### src/rtl/fetch_stage.sv
// Instruction-fetch stage: owns the PC, fetches words over a req/ack
// handshake and drives the IF/ID register, with a one-entry skid buffer.
module fetch_stage #(
    parameter logic [31:0] RESET_PC = 32'h0000_0000,
    parameter logic [31:0] NOP      = 32'h0000_0000
) (
    input  logic        clk,
    input  logic        reset,
    output logic        imem_req,
    output logic [31:0] imem_addr,
    input  logic        imem_ack,
    input  logic [31:0] imem_rdata,
    input  logic        stall,
    input  logic        redirect,
    input  logic [31:0] redirect_pc,
    output logic        id_valid,
    output logic [31:0] id_pc,
    output logic [31:0] id_pc_4,
    output logic [31:0] id_instr
);

    typedef enum logic [1:0] {
        IDLE,
        FETCH,
        HOLD,
        DRAIN
    } state_e;

    state_e      state_q, state_d;
    logic [31:0] pc_q, pc_d;
    logic [31:0] addr_q, addr_d;

    logic        skid_valid_q, skid_valid_d;
    logic [31:0] skid_pc_q, skid_pc_d;
    logic [31:0] skid_instr_q, skid_instr_d;

    logic        id_valid_q, id_valid_d;
    logic [31:0] id_pc_q, id_pc_d;
    logic [31:0] id_pc4_q, id_pc4_d;
    logic [31:0] id_instr_q, id_instr_d;

    logic [31:0] pc_inc;
    logic [31:0] target;
    logic        ifid_free;
    logic        unused_bits;

    assign pc_inc      = pc_q + 32'd4;
    assign target      = {redirect_pc[31:2], 2'b00};
    assign ifid_free   = !stall || !id_valid_q;
    assign unused_bits = ^redirect_pc[1:0];

    always_comb begin
        state_d      = state_q;
        pc_d         = pc_q;
        skid_valid_d = skid_valid_q;
        skid_pc_d    = skid_pc_q;
        skid_instr_d = skid_instr_q;
        id_valid_d   = id_valid_q;
        id_pc_d      = id_pc_q;
        id_pc4_d     = id_pc4_q;
        id_instr_d   = id_instr_q;

        unique case (state_q)
            IDLE: begin
                state_d = FETCH;
            end
            FETCH: begin
                if (imem_ack) begin
                    pc_d = pc_inc;
                    if (ifid_free) begin
                        id_valid_d = 1'b1;
                        id_pc_d    = pc_q;
                        id_pc4_d   = pc_inc;
                        id_instr_d = imem_rdata;
                    end else begin
                        skid_valid_d = 1'b1;
                        skid_pc_d    = pc_q;
                        skid_instr_d = imem_rdata;
                        state_d      = HOLD;
                    end
                end else if (ifid_free) begin
                    id_valid_d = 1'b0;
                    id_instr_d = NOP;
                end
            end
            HOLD: begin
                if (!stall) begin
                    id_valid_d   = skid_valid_q;
                    id_pc_d      = skid_pc_q;
                    id_pc4_d     = skid_pc_q + 32'd4;
                    id_instr_d   = skid_valid_q ? skid_instr_q : NOP;
                    skid_valid_d = 1'b0;
                    state_d      = FETCH;
                end
            end
            DRAIN: begin
                // The acked word belongs to the abandoned path.
                if (imem_ack) begin
                    state_d = FETCH;
                end
                if (ifid_free) begin
                    id_valid_d = 1'b0;
                    id_instr_d = NOP;
                end
            end
            default: begin
                state_d = IDLE;
            end
        endcase

        if (redirect) begin
            id_valid_d   = 1'b0;
            id_instr_d   = NOP;
            skid_valid_d = 1'b0;
            pc_d         = target;
            if ((state_q == FETCH || state_q == DRAIN) && !imem_ack) begin
                state_d = DRAIN;
            end else begin
                state_d = FETCH;
            end
        end

        // An outstanding request must keep its address until acked.
        addr_d = (state_d == DRAIN) ? addr_q : pc_d;
    end

    always_ff @(posedge clk or negedge reset) begin
        if (!reset) begin
            state_q      <= IDLE;
            pc_q         <= RESET_PC;
            addr_q       <= RESET_PC;
            skid_valid_q <= 1'b0;
            skid_pc_q    <= 32'd0;
            skid_instr_q <= NOP;
            id_valid_q   <= 1'b0;
            id_pc_q      <= 32'd0;
            id_pc4_q     <= 32'd0;
            id_instr_q   <= NOP;
        end else begin
            state_q      <= state_d;
            pc_q         <= pc_d;
            addr_q       <= addr_d;
            skid_valid_q <= skid_valid_d;
            skid_pc_q    <= skid_pc_d;
            skid_instr_q <= skid_instr_d;
            id_valid_q   <= id_valid_d;
            id_pc_q      <= id_pc_d;
            id_pc4_q     <= id_pc4_d;
            id_instr_q   <= id_instr_d;
        end
    end

    assign imem_req  = (state_q == FETCH) || (state_q == DRAIN);
    assign imem_addr = addr_q;
    assign id_valid  = id_valid_q;
    assign id_pc     = id_pc_q;
    assign id_pc_4   = id_pc4_q;
    assign id_instr  = id_instr_q;

endmodule

### config.mk
export PLATFORM = sky130hd
export DESIGN_NAME = fetch_stage
export DESIGN_NICKNAME = d
export VERILOG_FILES = /design/src/rtl/fetch_stage.sv
export SDC_FILE = /design/constraint.sdc
export NUM_CORES = 1
export LEC_CHECK = 0
export BUFFER_PORTS_ARGS = -buffer_cell sky130_fd_sc_hd__buf_2
export CORE_MARGIN = 2
export CORE_UTILIZATION = 25
export DETAILED_ROUTE_END_ITERATION = 10
export PLACE_DENSITY = 0.43
export SLEW_MARGIN = 0
export SYNTH_ARGS = -nofsm -noshare
export SYNTH_HDL_FRONTEND = slang
export SYNTH_SLANG_ARGS = --single-unit
### constraint.sdc
create_clock -name clk -period 2.5 [get_ports clk]
set_input_delay 0.625 -clock clk [delete_from_list [all_inputs] [get_ports clk]]
set_output_delay 0.625 -clock clk [all_outputs]
set_load 0.05 [all_outputs]
==> flow_summary.json, run 1 <==
{
  "gp_congestion": 0.8430,
  "switchingPower_w": 0.004418,
  "final-hold-violation-count": 0,
  "vias_per_cell": 4.799,
  "power_density_nw_per_um2": 850.7,
  "cp_top_family": "simple AND/OR/NAND/NOR gates",
  "worstMarginPinSlew_ns": 1.062,
  "die_area_um2": 46930,
  "pwr-share-comb_pct": 27.1,
  "fin_nets": 1444,
  "path_cells": "nand3_1 > or4_1 > o311a_1 > a221o_1 > mux2_2",
  "cts_buffers": 27,
  "antenna_left": 0,
  "grt_pass1_wl_mm": 58.93,
  "final_cell_area_um2": 14320,
  "grt_max_degree": 65,
  "power_frac_seq_pct": 41.0,
  "layout-drive-gt1-share_pct": 30.07,
  "wl_per_cell_um": 18.96,
  "power_w": 0.01218,
  "final_cells": 1984,
  "path_clk_slew_ns": 0.06,
  "antenna_found_initial": 6,
  "hold_ws_ns": 0.3039,
  "synth_cell_type_count": 55,
  "rows": 77,
  "num_vias": 9522,
  "ys_ff_latch": 226,
  "max-cap-violations": 0,
  "skew_ns": 0.01416,
  "path_buf_inv": 0,
  "remaining_drc_errors": 0,
  "setup_viol": 0,
  "grt_pass1_vias": 9613,
  "dp.cells": 1935,
  "die_y_um": 216.6,
  "dr.first_iter.drc_count": 553,
  "clk_latency_ns": 0.55,
  "hpwl_mm": 27.77,
  "synthesis.area_um2": 11300,
  "drv_slew": 0,
  "critPathSlowestCell": "or4_1",
  "die_x_um": 216.6,
  "gr-usage-all-layers_pct": 16.05,
  "yosysWarningCount": 0,
  "endpoint_kind": "register",
  "clk_root_buffer_cell": "clkbuf_16",
  "irDropWorstVdd_mv": 0.4151,
  "worstSetupStartpointType": "register",
  "cts_buffer_depth": 3,
  "ys_seq_area_share_pct": 50.03,
  "routed_wl_mm": 37.62,
  "cts_sinks": 226,
  "required_ns": 2.93,
  "synth.avg_cell_area_um2": 9.727,
  "synthesis.nets": 1233,
  "p_sw_share_pct": 36.28,
  "start_util_pct": 25.45,
  "core_area_um2": 44410,
  "grt-ovfl-total": 0,
  "async_flop_share_pct": 100.0,
  "fin_crit_ns": 2.347,
  "arrival_ns": 2.78,
  "hold_class": "in -> reg",
  "post_cts_resized": 0,
  "status": "complete, no violations",
  "p_leak_nw": 6.334,
  "intPower_w": 0.007759,
  "critical_path_class": "reg -> reg",
  "relSlewSlack_pct": 28.96,
  "h-tree-depth": 1,
  "fin_crit_sh_pct": 93.89,
  "io_buffers": 196,
  "crit_fanout": 6,
  "fmaxAchievable_ghz": 0.4260,
  "cpPeakStageDelay_ns": 0.62,
  "areaGrowthSynthToFinish_pct": 26.64,
  "placed_area_um2": 13440,
  "synth_ff_type": "dfrtp_1",
  "io_pins": 199,
  "cts_setup_buffers": 0,
  "synthCells": 1162,
  "rsz0062_at_grt": "false",
  "cts_tree": "done",
  "cts_hold_buf": 1,
  "dr.pass1.iters": 5,
  "pwr-share-clk_pct": 31.9,
  "synth_edf_count": 0
}
-- layer usage --
metal | vias up | share of wire (%) | track usage (%)
met4 | 8 | 2.3 | 4.247
met5 | - | 0.14 | 0
met3 | 58 | 7.1 | 4.239
met1 | 4660 | 44 | 20.85
li1 | 4579 | - | -
met2 | 217 | 47 | 26.39
-- power groups by stage --
stage	Clock (W)	Sequential [W]	Combinational [W]
floorplan	0	0.00602	0.00125
global placement	0	0.00505	0.00331
detailed placement	0	0.00506	0.00334
CTS	0.00402	0.00500	0.00335
global route	0.00417	0.00511	0.00355
finish	0.00388	0.00500	0.00330
-- tightest hold or removal path, delay by kind of cell --
kind	cells	cell delay (ns)
compound gates	1	0.06
buf+inv	1	0.08
simple gates	1	0.04
-- cell usage after synthesis, drive strengths merged (3+ instances only) --
cell type	number	share of area (%)
a31oi	32	1.8
and4	12	0.93
and2	8	0.44
o21a	3	0.20
nand2	185	6.1
mux2i	12	1.1
a31o	3	0.23
and3	6	0.33
a22oi	32	2.1
a21oi	19	0.84
or4	4	0.27
nor2b	8	0.44
clkbuf	64	2.1
nor3	24	1.1
xor2	24	1.9
o21ai	78	3.5
o31ai	5	0.33
nor2	85	2.8
nand4	35	2.0
or3	3	0.17
a211oi	10	0.66
buf	37	1.6
mux2	78	7.8
nand3	30	1.3
or2	3	0.17
o211ai	5	0.33
a221o	8	0.71
a2bb2oi	32	2.5
inv	13	0.43
a311o	6	0.53
xnor2	31	2.4
dfrtp	226	50
o311ai	3	0.23
nor4	14	0.77
-- path summary, 6_finish.rpt --
kind | startpoint | to | slack [ns] | cells past startpoint
min in group asynchronous | reset | id_pc_4[12] | 0.59 | 2
hold / removal | redirect_pc[17] | pc_q[17] | 0.30 | 3
setup / recovery | pc_q[2] | imem_addr[19] | 0.15 | 5
max in group asynchronous | reset | skid_instr_q[4] | 1.20 | 3
hold reg to reg | id_pc_4[11] | id_pc_4[11] | 0.47 | 2
setup reg to reg | pc_q[2] | imem_addr[19] | 0.15 | 5
-- cells by family (layout without fill, tap and decap cells) --
| kind of cell | Yosys count | in the layout | share of synthesized area, % |
|---|---|---|---|
| buf+inv | 114 | 342 | 4.195 |
| compound gates | 249 | 249 | 14.90 |
| xor+xnor | 55 | 55 | 4.262 |
| mux | 90 | 90 | 8.833 |
| other cells | 0 | 2 | 0 |
| flops | 226 | 226 | 50.03 |
| fa+ha+maj | 2 | 2 | 0.2214 |
| simple gates | 426 | 426 | 17.56 |
-- final cells by class --
class                           instances  area (µm²)
Tap cell                              592       740.7
Multi-Input combinational cell        822        5231
Inverter                               13       48.80
Sequential cell                       226        5655
Fill cell                            4673       30100
Antenna cell                            2       5.005
Clock inverter                          4       47.55
Timing Repair Buffer                  283        1774
Clock buffer                           42       812.0
-- through the flow --
step	setup WS, ns	TNS [ns]	utilization [%]
finish	0.1527	0	32.23
global placement	-0.03995	-0.07841	30.26
global route	0.01114	0	32.22
detailed placement	-0.07652	-0.1523	30.26
CTS	0.1558	0	32.22
floorplan	0.1388	0	-
-- sequential cells by signal, summed over array words and instances, names as in the netlist, 2 cells and up --
signal	count
pc_q	32
id_instr	32
skid_pc_q	32
id_pc	32
imem_addr	32
state_q	2
skid_instr_q	32
id_pc_4	30
-- cells in the final DEF, fill, tap and decap left out, types with 13 or more instances in the layout --
master and instances:
a21oi_1 17, a22oi_1 32, a2bb2oi_1 32, a31oi_1 32, buf_2 194, buf_4 77
clkbuf_16 27, dfrtp_1 226, inv_1 13, mux2_2 78, nand2_1 184, nand3_1 30
nand4_1 34, nor2_1 85, nor3_1 23, nor4_1 14, o21ai_0 75, xnor2_1 31
xor2_1 24
Note: power is estimated with default switching activity, not from simulation.
==> run 2, diff against run 1 <==
- CORE_MARGIN: 2 -> 4
==> flow_summary.json, run 2 (synthesis results as in run 1) <==
{
  "status": "complete, no violations",
  "antenna_left": 0,
  "relSlewSlack_pct": 46.66,
  "final-hold-violation-count": 0,
  "worstMarginPinSlew_ns": 0.7971,
  "clk_root_buffer_cell": "clkbuf_16",
  "dp_slack_ns": -0.005720,
  "fin_nets": 1445,
  "setup_tns_ns": 0,
  "grt_max_degree": 67,
  "core_area_um2": 44410,
  "irDropWorstVdd_mv": 0.4395,
  "gr-usage-all-layers_pct": 15.36,
  "p_leak_nw": 6.372,
  "num_vias": 9491,
  "remaining_drc_errors": 0,
  "skew_ns": 0.009847,
  "required_ns": 2.92,
  "io_buffers": 196,
  "gp_congestion": 0.7960,
  "dr.pass1.iters": 5,
  "die_y_um": 220.6,
  "h-tree-depth": 1,
  "mostFrequentLayoutCells": "dfrtp_1, buf_2, nand2_1, nor2_1",
  "vias_per_cell": 4.774,
  "worstSetupStartpointType": "register",
  "rows": 77,
  "hold_class": "in -> reg",
  "crit_fanout": 8,
  "fin_crit_ns": 2.301,
  "fin_ws_ns": 0.1993,
  "clk_latency_ns": 0.55,
  "io_pins": 199,
  "path_buf_inv": 2,
  "path_clk_slew_ns": 0.06,
  "arrival_ns": 2.72,
  "fmaxAchievable_ghz": 0.4346,
  "areaGrowthSynthToFinish_pct": 27.17,
  "path_cells": "nand4_2 > buf_4 > or4_1 > buf_4 > o21a_1 > o21ai_0 > o211ai_1",
  "cpPeakStageDelay_ns": 0.72,
  "cts_buffer_depth": 3,
  "drv_slew": 0,
  "routed_wl_mm": 37.57,
  "fin_crit_sh_pct": 92.03,
  "die_area_um2": 48680,
  "die_x_um": 220.6,
  "cp_common_cell": "buf_4",
  "max-cap-violations": 0,
  "dr.first_iter.drc_count": 496,
  "setup_viol": 0,
  "critPathSlowestCell": "or4_1",
  "layout-drive-gt1-share_pct": 30.30,
  "cp_top_family": "simple AND/OR/NAND/NOR gates",
  "antenna_found_initial": 2,
  "cts_sinks": 226,
  "rsz0062_at_grt": "false",
  "cts_buffers": 28,
  "endpoint_kind": "register",
  "diodes": 0,
  "critical_path_class": "reg -> reg",
  "cts_setup_buffers": 0,
  "mostFrequentLayoutCell": "dfrtp_1",
  "grt-ovfl-total": 0,
  "hpwl_mm": 27.72,
  "power_density_nw_per_um2": 860.5,
  "start_util_pct": 25.45,
  "cts_tree": "done",
  "wl_per_cell_um": 18.90,
  "grt_pass1_vias": 9454,
  "grt_pass1_wl_mm": 58.41
}
## run 2: changes by cell type in the layout (fill, tap and decap cells not counted), sizes merged
cell	delta
clkbuf	+4
clkinv	+1
clkinvlp	+1
diode	-2
## run 2: cell type report
type / count / area (µm²)
clock buffers: 46 / 879.6
clock inverters: 6 / 60.06
fillers: 4663 / 30040
inverters: 13 / 48.80
multi-input cells: 822 / 5229
flip-flops and latches: 226 / 5655
well taps: 592 / 740.7
repair buffers: 283 / 1762
## run 2: worst register-to-register path: cells and delay by family (launching register included)
family	cells	cell delay, ns
compound gates	3	0.46
flops	1	0.36
buf+inv	2	0.44
simple gates	2	0.90
## run 2: path summary, 6_finish.rpt
kind | slack (ns) | cells past startpoint | startpoint | to
min in group asynchronous | 0.56 | 2 | reset | id_pc_4[4]
hold / removal | 0.31 | 3 | redirect_pc[13] | pc_q[13]
max in group asynchronous | 1.29 | 3 | reset | id_instr[9]
hold reg to reg | 0.47 | 2 | imem_addr[3] | imem_addr[3]
setup reg to reg | 0.20 | 7 | pc_q[7] | id_pc_4[23]
setup / recovery | 0.20 | 7 | pc_q[7] | id_pc_4[23]
## run 2: per-stage QoR
step	total power, W	hold slack (ns)	instances	instance area [µm²]	util, %
2_1_floorplan	0.007264	0.3294	1162	11300	-
3_3_place_gp	0.008348	0.4487	1935	13430	30.23
3_5_place_dp	0.008388	0.4553	1935	13430	30.23
4_1_cts	0.01259	0.2666	1988	14380	32.37
5_1_grt	0.01307	0.3045	1988	14380	32.37
6_report	0.01237	0.3109	1988	14380	32.37
## run 2: layer usage
metal | vias to the layer above | wire length [µm] | GRT usage [%] | share of wire [%]
met5 | - | 21 | 0 | 0.056
met4 | 4 | 738 | 3.537 | 2.0
met3 | 51 | 2285 | 2.788 | 6.1
met2 | 251 | 17820 | 25.61 | 47
met1 | 4593 | 16710 | 20.87 | 44
li1 | 4592 | - | - | -
## run 2: power breakdown
group          total, W  switching, W  internal (W)  leakage, nW
combinational   0.00326       0.00220       0.00106         3.12
sequential      0.00502      0.000640       0.00438         2.79
clock           0.00409       0.00160       0.00249        0.458
## run 2: timing repair
action                                  CTS  global route
endpoints found under the hold margin    37             0
hold buffers                              1             0
gates resized for setup                   0             0
endpoints found under the setup margin    0             0
==> run 3, diff against run 2 <==
==> constraint.sdc (replaced) <==
create_clock -name clk -period 2.5 [get_ports clk]
set_input_delay 0 -clock clk [delete_from_list [all_inputs] [get_ports clk]]
set_output_delay 0 -clock clk [all_outputs]
set_load 0.05 [all_outputs]
==> flow_summary.json, run 3 (synthesis results as in run 1) <==
{
  "power_w": 0.01247,
  "critPathSlowestCell": "nor4_1",
  "cts_buffer_depth": 3,
  "fmaxAchievable_ghz": 0.4332,
  "crit_fanout": 14,
  "power_density_nw_per_um2": 835.9,
  "die_area_um2": 48680,
  "placed_area_um2": 13250,
  "grt-ovfl-total": 0,
  "path_buf_inv": 2,
  "cp_common_cell": "buf_4",
  "setup_tns_ns": 0,
  "fin_crit_ns": 2.308,
  "cp_top_family": "simple AND/OR/NAND/NOR gates",
  "max-cap-violations": 0,
  "dr.first_iter.drc_count": 706,
  "layout-drive-gt1-share_pct": 27.81,
  "fin_crit_sh_pct": 92.33,
  "final-hold-violation-count": 0,
  "worstMarginPinSlew_ns": 0.8302,
  "grt_pass1_wl_mm": 61.03,
  "worstSetupStartpointType": "register",
  "gp_congestion": 0.8140,
  "rsz0062_at_grt": "false",
  "start_util_pct": 25.45,
  "io_buffers": 196,
  "num_vias": 9701,
  "core_area_um2": 44410,
  "cpPeakStageDelay_ns": 0.48,
  "grt_pass1_vias": 10030,
  "die_y_um": 220.6,
  "dp_slack_ns": 0.1821,
  "mostFrequentLayoutCell": "dfrtp_1",
  "cts_buffers": 29,
  "antenna_found_initial": 1,
  "drv_slew": 0,
  "areaGrowthSynthToFinish_pct": 31.98,
  "wl_per_cell_um": 19.16,
  "arrival_ns": 2.74,
  "grt_max_degree": 89,
  "critical_path_class": "reg -> reg",
  "final_cell_area_um2": 14920,
  "gr-usage-all-layers_pct": 15.96,
  "antenna_left": 0,
  "fin_nets": 1492,
  "fin_ws_ns": 0.1917,
  "path_clk_slew_ns": 0.06,
  "p_leak_nw": 6.551,
  "path_cells": "nand3b_1 > buf_4 > nor4_1 > buf_4 > nand3_1 > a221o_1 > mux2_2",
  "vias_per_cell": 4.769,
  "clk_root_buffer_cell": "clkbuf_16",
  "mostFrequentLayoutCells": "dfrtp_1, buf_2, nand2_1, nor2_1, mux2_2",
  "routed_wl_mm": 38.96,
  "remaining_drc_errors": 0,
  "relSlewSlack_pct": 44.44,
  "hold_class": "in -> async",
  "endpoint_kind": "register",
  "dr.pass1.iters": 6,
  "cts_sinks": 226,
  "skew_ns": 0.01674,
  "clk_latency_ns": 0.56,
  "io_pins": 199,
  "cts_setup_buffers": 0,
  "setup_viol": 0,
  "irDropWorstVdd_mv": 0.4392,
  "rows": 77,
  "h-tree-depth": 1,
  "diodes": 0,
  "cts_tree": "done",
  "required_ns": 2.93,
  "status": "complete, no violations",
  "die_x_um": 220.6,
  "hpwl_mm": 27.57
}
run 3: per-stage QoR:
stage	std cells	hold WS [ns]	util, %
floorplan	1162	-0.2956	-
finish	2034	0.03373	33.59
detailed placement	1911	-0.09295	29.82
global placement	1911	-0.09157	29.82
CTS	2034	0.005264	33.57
global route	2034	0.03290	33.59
run 3: timing repair:
action                                 in CTS  in global routing
setup endpoints to repair                   0                  1
endpoints found under the hold margin     353                  0
hold buffers                               71                  0
resized for setup                           0                  1
run 3: layout make-up:
type	count	area [µm²]
clock buffer	46	879.6
clock inverter	6	66.31
fill	4570	29500
inverter	13	48.80
multi-input combinational	822	5235
sequential	226	5655
tap	592	740.7
timing repair buffer	329	2292
run 3: tightest hold or removal path: stages:
cell           delay [ns]
dlygate4sd3_1        0.57
buf_8                0.16
buf_12               0.22
run 3: final timing paths:
check	end	slack [ns]	cells after the start	startpoint
worst max-delay path	imem_addr[27]	0.19	7	state_q[1]
worst min-delay path	id_pc_4[6]	0.03	3	reset
worst max register to register	imem_addr[27]	0.19	7	state_q[1]
worst min register to register	imem_addr[3]	0.47	2	imem_addr[3]
max in group asynchronous	id_pc_4[25]	1.94	3	reset
min in group clk	skid_instr_q[19]	0.22	3	imem_rdata[19]
run 3: per-layer routing:
metal	wire length (µm)	vias to the layer above	track usage, %
li1	-	4689	-
met1	17670	4710	21.77
met4	951	2	4.369
met3	2234	57	3.035
met5	7	-	0
met2	18100	243	26.03
run 3: where the power goes:
| part | leakage [nW] | internal, W | switching [W] |
|---|---|---|---|
| Sequential | 2.79 | 0.00438 | 0.000656 |
| Clock | 0.466 | 0.00250 | 0.00163 |
| Combinational | 3.29 | 0.00110 | 0.00221 |
